`config.mk`:
```
export PLATFORM = sky130hd
export DESIGN_NAME = hazard_ctrl
export DESIGN_NICKNAME = d
export VERILOG_FILES = /design/src/rtl/hazard_pkg.sv /design/src/rtl/hazard_ctrl_mdu_busy_timer.sv /design/src/rtl/hazard_ctrl.sv
export SDC_FILE = /design/constraint.sdc
export NUM_CORES = 1
export LEC_CHECK = 0
export ABC_AREA = 0
export CORE_MARGIN = 2
export CORE_UTILIZATION = 45
export DETAILED_ROUTE_END_ITERATION = 10
export HOLD_SLACK_MARGIN = 0.02
export PLACE_DENSITY_LB_ADDON = 0.08
export RECOVER_POWER = 25
export SETUP_SLACK_MARGIN = 0.2
export SLEW_MARGIN = 20
export SYNTH_ARGS = -nofsm -noshare
export SYNTH_HDL_FRONTEND = slang
export SYNTH_SLANG_ARGS = --single-unit
```
`constraint.sdc`:
```
create_clock -name clock -period 4.9 [get_ports clock]
set_input_delay 0.735 -clock clock [delete_from_list [all_inputs] [get_ports clock]]
set_output_delay 0.735 -clock clock [all_outputs]
set_load 0.02 [all_outputs]
```
`src/rtl/hazard_pkg.sv`:
```
// Shared definitions for the pipeline hazard controller: MDU timer states and
// parameter defaults.
package hazard_pkg;

    typedef enum logic {
        MDU_IDLE = 1'b0,
        MDU_BUSY = 1'b1
    } mdu_state_e;

    localparam int unsigned MDU_LAT_DEF = 32;
    localparam int unsigned BREG_DEF    = 5;
    localparam int unsigned BCNT_DEF    = 16;

endpackage

```
`src/rtl/hazard_ctrl_mdu_busy_timer.sv`:
```
// Multiply/divide busy timer: holds the MDU in flight for MDU_LAT-1 cycles
// after a start is accepted. Only compiled when MDU_STALL_EN is defined.
`ifdef MDU_STALL_EN
module mdu_busy_timer
    import hazard_pkg::*;
#(
    parameter int unsigned MDU_LAT = MDU_LAT_DEF
) (
    input  logic clock,
    input  logic reset,
    input  logic start,
    output logic busy
);

    localparam int unsigned bMCNT = $clog2(MDU_LAT);

    mdu_state_e       state_q, state_d;
    logic [bMCNT-1:0] cnt_q, cnt_d;

    always_ff @(posedge clock or negedge reset) begin
        if (!reset) begin
            state_q <= MDU_IDLE;
            cnt_q   <= '0;
        end else begin
            state_q <= state_d;
            cnt_q   <= cnt_d;
        end
    end

    always_comb begin
        state_d = state_q;
        cnt_d   = cnt_q;
        unique case (state_q)
            MDU_IDLE: begin
                if (start) begin
                    state_d = MDU_BUSY;
                    cnt_d   = bMCNT'(MDU_LAT - 1);
                end
            end
            MDU_BUSY: begin
                // Leave on the edge that takes the count to zero, so busy
                // spans exactly MDU_LAT-1 cycles.
                cnt_d = cnt_q - bMCNT'(1);
                if (cnt_q <= bMCNT'(1)) begin
                    state_d = MDU_IDLE;
                    cnt_d   = '0;
                end
            end
            default: begin
                state_d = MDU_IDLE;
                cnt_d   = '0;
            end
        endcase
    end

    assign busy = (state_q == MDU_BUSY);

endmodule
`endif

```
`src/rtl/hazard_ctrl.sv`:
```
// Pipeline hazard controller: load-use stall, branch flush and, when
// MDU_STALL_EN is defined, multiply/divide busy stalls; counts stall cycles.
module hazard_ctrl
    import hazard_pkg::*;
#(
    parameter int unsigned bREG    = BREG_DEF,
    parameter int unsigned MDU_LAT = MDU_LAT_DEF,
    parameter int unsigned bCNT    = BCNT_DEF
) (
    input  logic            clock,
    input  logic            reset,
    input  logic [bREG-1:0] idRs,
    input  logic [bREG-1:0] idRt,
    input  logic            exMemRead,
    input  logic [bREG-1:0] exRt,
    input  logic            brTaken,
    input  logic            mduStart,
    input  logic            hiloRead,
    output logic            enWritePC,
    output logic            enWriteIFID,
    output logic            flushIFID,
    output logic            flushIDEX,
    output logic            mduBusy,
    output logic [bCNT-1:0] stallCount
);

    logic            lu;
    logic            mh;
    logic            stall;
    logic            mdu_busy;
    logic [bCNT-1:0] stall_count_q, stall_count_d;

`ifdef MDU_STALL_EN
    logic mdu_accept;

    assign mdu_accept = mduStart && !stall && !brTaken;
    assign mh         = mdu_busy && (mduStart || hiloRead);

    mdu_busy_timer #(
        .MDU_LAT(MDU_LAT)
    ) u_mdu_timer (
        .clock(clock),
        .reset(reset),
        .start(mdu_accept),
        .busy (mdu_busy)
    );
`else
    logic unused_mdu;

    assign unused_mdu = ^{mduStart, hiloRead, 8'(MDU_LAT)};
    assign mh         = 1'b0;
    assign mdu_busy   = 1'b0;
`endif

    always_comb begin
        lu          = exMemRead && (exRt != '0) && ((exRt == idRs) || (exRt == idRt));
        stall       = (lu || mh) && !brTaken;
        enWritePC   = !stall;
        enWriteIFID = !stall;
        flushIFID   = brTaken;
        flushIDEX   = stall || brTaken;
    end

    always_comb begin
        stall_count_d = stall_count_q;
        if (stall && (stall_count_q != '1)) begin
            stall_count_d = stall_count_q + bCNT'(1);
        end
    end

    always_ff @(posedge clock or negedge reset) begin
        if (!reset) begin
            stall_count_q <= '0;
        end else begin
            stall_count_q <= stall_count_d;
        end
    end

    assign mduBusy    = mdu_busy;
    assign stallCount = stall_count_q;

endmodule

```
* Word-level counts from Yosys, hierarchy flattened *
Index checks and enable logic that the tools add are counted.

storage, ports and cells
  register bits = 16
  input bits = 21
  output and inout bits = 21
  word-level logic and storage cells = 14

cells by class
  add/subtract/negate cells = 1
  equal/unequal tests = 3
  reduce and logical (&&, ||, !) cells = 9

operators by type and width
  cell                                                             count
  16-bit by 1-bit adder with 16-bit output, second input constant  1
  16-bit != test, second input constant                            1
  5-bit == test                                                    2
  5-bit nonzero test                                               1
  1-bit logical AND                                                4
  1-bit zero test                                                  2
  1-bit logical OR                                                 2

* Longest topological paths before layout *
  depth in word-level cells = 5
  gate-level depth with buffers = 8
  mapped depth without buffers = 7

* Worst setup path after synthesis *
Ideal clock, no wire load.

  kind = input -> output
  start = input exRt[3]
  end = output enWritePC
  data arrival time = 1.926 ns
  required time = 4.165 ns
  path slack = 2.239 ns
  stages on the path = 5
  path buffers = 1
  cells stage by stage = xor2_1 -> nor3_2 -> a22oi_2 -> or3_2 -> buf_4

on the way
  word-level cells in the longest chain between the ends = 5
  elaborated cells between the ends (all ways) = 8
  classes of those cells = eq/ne: 2; reduce/logical: 6

ends and longest elaborated chain
  element                                                RTL line           RTL
  start, declared                                        hazard_ctrl.sv:15  input logic [bREG-1:0] exRt,
  5-bit == test or 5-bit nonzero test (tied branches)    hazard_ctrl.sv:56  lu = exMemRead && (exRt != '0) && ((exRt == idRs) || (exRt == idRt));
  1-bit logical OR or 1-bit logical AND (tied branches)  hazard_ctrl.sv:56
  1-bit logical AND *                                    hazard_ctrl.sv:56
  1-bit logical AND *                                    hazard_ctrl.sv:57  stall = (lu || mh) && !brTaken;
  1-bit zero test *                                      n/a
  end, declared                                          hazard_ctrl.sv:19  output logic enWritePC,

Mark *: on every way between the ends. The rest lies on a longest branch, timed or not.

* Worst setup path after layout *
  start = input exRt[0]
  end = output enWriteIFID

on the way
  word-level cells in the longest chain between the ends = 5
  elaborated cells between the ends (all ways) = 8
  classes of those cells = eq/ne: 2; reduce/logical: 6

ends and longest elaborated chain
  element                                                RTL line           RTL
  5-bit == test or 5-bit nonzero test (tied branches)    hazard_ctrl.sv:56
  1-bit logical OR or 1-bit logical AND (tied branches)  hazard_ctrl.sv:56
  1-bit logical AND *                                    hazard_ctrl.sv:56
  1-bit logical AND *                                    hazard_ctrl.sv:57
  1-bit zero test *                                      hazard_ctrl.sv:59  enWriteIFID = !stall;
  end, declared                                          hazard_ctrl.sv:20  output logic enWriteIFID,

Marks and branches as above.

==> impl_metrics.csv <==
group,metric,value,unit
clock_tree,cts-buffers-inserted,3,
power,share_clk_of_total_power,22.1,%
place,gp_routability_congestion,0.8123,
layout,finalCoreUtilization,69.06,%
timing,period_minus_slack,3515,ps
drt,met2WireLength,946,um
critical_path,cp.required,4160,ps
synth,ys_ff_latch,16,
grt,antenna_found_initial,0,
clock_tree,cts_tree,"built",
layout,flip_flop_count_of_the_largest_register_all_copies_and_words_added,16,
layout,fin_nets,159,
clock_tree,htree_levels,1,
grt,first_pass_grt_wire_length,3.298,mm
synth,ys_top_cells_by_count,"sky130_fd_sc_hd__dfrtp_1 (16), sky130_fd_sc_hd__xor2_1 (14), sky130_fd_sc_hd__nand2_1 (10), sky130_fd_sc_hd__xnor2_1 (9)",
synth,netlist_area_before_placement,979.7,um2
power,p_switching,94.42,uW
timing,final-setup-viol-count,0,
power,cell_internal_pwr,213.9,uW
critical_path,cp_data_arrival_time,2780,ps
critical_path,crit_fanout,5,
critical_path,worst_setup_path_end_kind,"primary output",
timing,timing.final.crit_share,71.74,%
synth,netlist.top_cell.by_area,"sky130_fd_sc_hd__dfrtp_1",
floorplan,core,2002,um2
drt,detailedRoute.firstPassIterationCount,4,
status,run_status,"complete, no violations",
clock_tree,tritoncts_num_sinks,16,
timing,clock.fmax,284.5,MHz
floorplan,placementRows,16,
drt,drt_wl_cell,12.24,um
clock_tree,cts_root_buffer,"sky130_fd_sc_hd__clkbuf_4",
synth,synth_enable_flop_cells,0,
grt,number_of_global_route_vias_before_repair,798,
drt,wirelength,1.983,mm
power,totalPowerFinal,308.3,uW
power,vdd.ir_drop.worst,0.0002944,V
clock_tree,cts-hold-fix-buffers,0,
drt,wirelength_met1,907,um
power,static-leakage-power,0.5822,nW
drt,maxUsedRoutingLayer,"met4",
floorplan,io_pins,42,
synth,dominantRegCellSynth,"sky130_fd_sc_hd__dfrtp_1",
power,swShare,30.62,%
layout,area.sequential,400.4,um2
drt,via_count,802,
clock_tree,cts_repair_resize_count,0,
drt,drc,0,
layout,drive_above_1_share,10.37,%
timing,setup_tns,0,ps
power,power_density,223.0,nW/um2
synth,syn_inst,98,
critical_path,worst_setup_path_start_kind,"primary input",
drt,drtAntennaViolNets,0,
place,placement.io_buffers,38,
place,placement.setup.worst_slack,1369,ps
critical_path,path_class,"primary input to primary output",
layout,insertedDiodeCount,0,
power,p_seq_share,50.2,%
drt,detail_route.vias_per_cell,4.951,
clock_tree,clockBufferDepth,2,
synth,synth_area_leaders,"sky130_fd_sc_hd__dfrtp_1 (41%), sky130_fd_sc_hd__xor2_1 (13%), sky130_fd_sc_hd__xnor2_1 (8.0%)",
synth,synth_cell_type_count,27,
clock_tree,postCtsSetupBuffers,0,
layout,area_growth,41.12,%
floorplan,die_height,50.66,um
synth,synth_nets,120,
timing,grt_setup_unrepaired,"false",
flow_run,drv.max_cap_violation_count,0,
hold_path,hold_path_class,"register to register",
synth,synth_area_per_cell,9.997,um2
synth,ys_warn_count,0,
timing,final-max-slew-violation-count,0,
drt,starting_drt_drc_count,8,
layout,multiInputGateArea,538.0,um2
grt,grt_start_max_net_pins,17,
layout,final.fill_count,166,
timing,fin_worst_skew,3.197,ps
synth,synth-async-reset-ratio,100.0,%
synth,synth_top_area_share,40.87,%
clock_tree,clk_latency,280,ps
drt,wl_met3,120,um
power,p_comb_share,27.6,%
timing,hold_viol,0,
synth,seq_area_frac_synth,40.87,%
floorplan,die_area,2566,um2
floorplan,initial_utilization,48.94,%
synth,synthMostInstantiatedCell,"sky130_fd_sc_hd__dfrtp_1",
timing,slew_headroom,52.19,%
clock_tree,clk_transition_reported_paths,90,ps
timing,worst_pin_slew,714.9,ps
place,detailed_place_hpwl,1.616,mm
floorplan,die_width,50.66,um
grt,grt-ovfl-total,0,
grt,global_route.usage.total,17.05,%
timing,crit_path_setup_slack_layout,1385,ps
[stage by stage]
stage                     hold slack, ps  std cells  instance area [um2]
after floorplan                    439.4         98                979.7
after global placement             482.6        159                 1360
after detailed placement           493.0        159                 1360
after CTS                          505.8        162                 1383
after global routing               514.8        162                 1383
final                              504.6        162                 1383
[path summary, 6_finish.rpt]
| check | start | to | slack (ps) | cells after the start |
|---|---|---|---|---|
| worst min register to register | stallCount[10]$_DFFE_PN0P_ | stallCount[10]$_DFFE_PN0P_ | 500 | 1 |
| worst max-delay path | exRt[0] | enWriteIFID | 1380 | 6 |
| worst max register to register | stallCount[0]$_DFFE_PN0P_ | stallCount[14]$_DFFE_PN0P_ | 2720 | 7 |
| worst min-delay path | stallCount[10]$_DFFE_PN0P_ | stallCount[10]$_DFFE_PN0P_ | 500 | 1 |
| max in group asynchronous | reset | stallCount[1]$_DFFE_PN0P_ | 3510 | 1 |
| min in group asynchronous | reset | stallCount[9]$_DFFE_PN0P_ | 940 | 1 |
[power by group through the flow]
stage | Sequential, mW | Clock [mW] | Combinational, mW
after floorplan | 0.166 | 0 | 0.0307
after global placement | 0.156 | 0 | 0.0847
after detailed placement | 0.157 | 0 | 0.0862
after CTS | 0.155 | 0.0707 | 0.0865
after global routing | 0.157 | 0.0766 | 0.0939
final | 0.155 | 0.0682 | 0.0852
[cell type report]
type                    instances  share of cell area [%]
inverters                       2                  0.5430
multi-input cells              76                   38.91
well taps                      27                   2.443
flip-flops and latches         16                   28.96
clock buffers                   3                   1.629
repair buffers                 38                   27.51
[cell families after synthesis]
| group | synth area share (%) |
|---|---|
| and+or+nand+nor | 26.69 |
| xor gates and xnor gates | 20.56 |
| DFF | 40.87 |
| AOI/OAI and AO/OA | 4.854 |
| buffers and inverters | 4.215 |
| adders and majority gates | 1.277 |
| other | 0.3828 |
| muxes | 1.149 |
[layout by cell type, fill, tap and decap left out, types with 3 or more instances in the layout]
| cell type | count |
|---|---|
| sky130_fd_sc_hd__clkbuf_4 | 3 |
| sky130_fd_sc_hd__clkdlybuf4s50_1 | 37 |
| sky130_fd_sc_hd__dfrtp_1 | 16 |
| sky130_fd_sc_hd__nand2_1 | 10 |
| sky130_fd_sc_hd__nand3_1 | 6 |
| sky130_fd_sc_hd__nand4_1 | 5 |
| sky130_fd_sc_hd__nor2_1 | 6 |
| sky130_fd_sc_hd__nor3_1 | 3 |
| sky130_fd_sc_hd__nor3_2 | 4 |
| sky130_fd_sc_hd__xnor2_1 | 9 |
| sky130_fd_sc_hd__xor2_1 | 14 |
[per-layer routing]
layer / up-vias / global-route usage (%)
met5: - / 0
met4: 0 / 2.703
met3: 2 / 6.250
met2: 26 / 28.73
met1: 364 / 21.20
li1: 410 / -
[worst max-delay path, cell delays in order]
cell and delay, ps:
sky130_fd_sc_hd__clkdlybuf4s50_1 480, sky130_fd_sc_hd__xor2_1 210, sky130_fd_sc_hd__nor3_2 170, sky130_fd_sc_hd__a22oi_2 140, sky130_fd_sc_hd__or3_2 490, sky130_fd_sc_hd__clkdlybuf4s50_1 560
(Power assumes the default switching activity.)
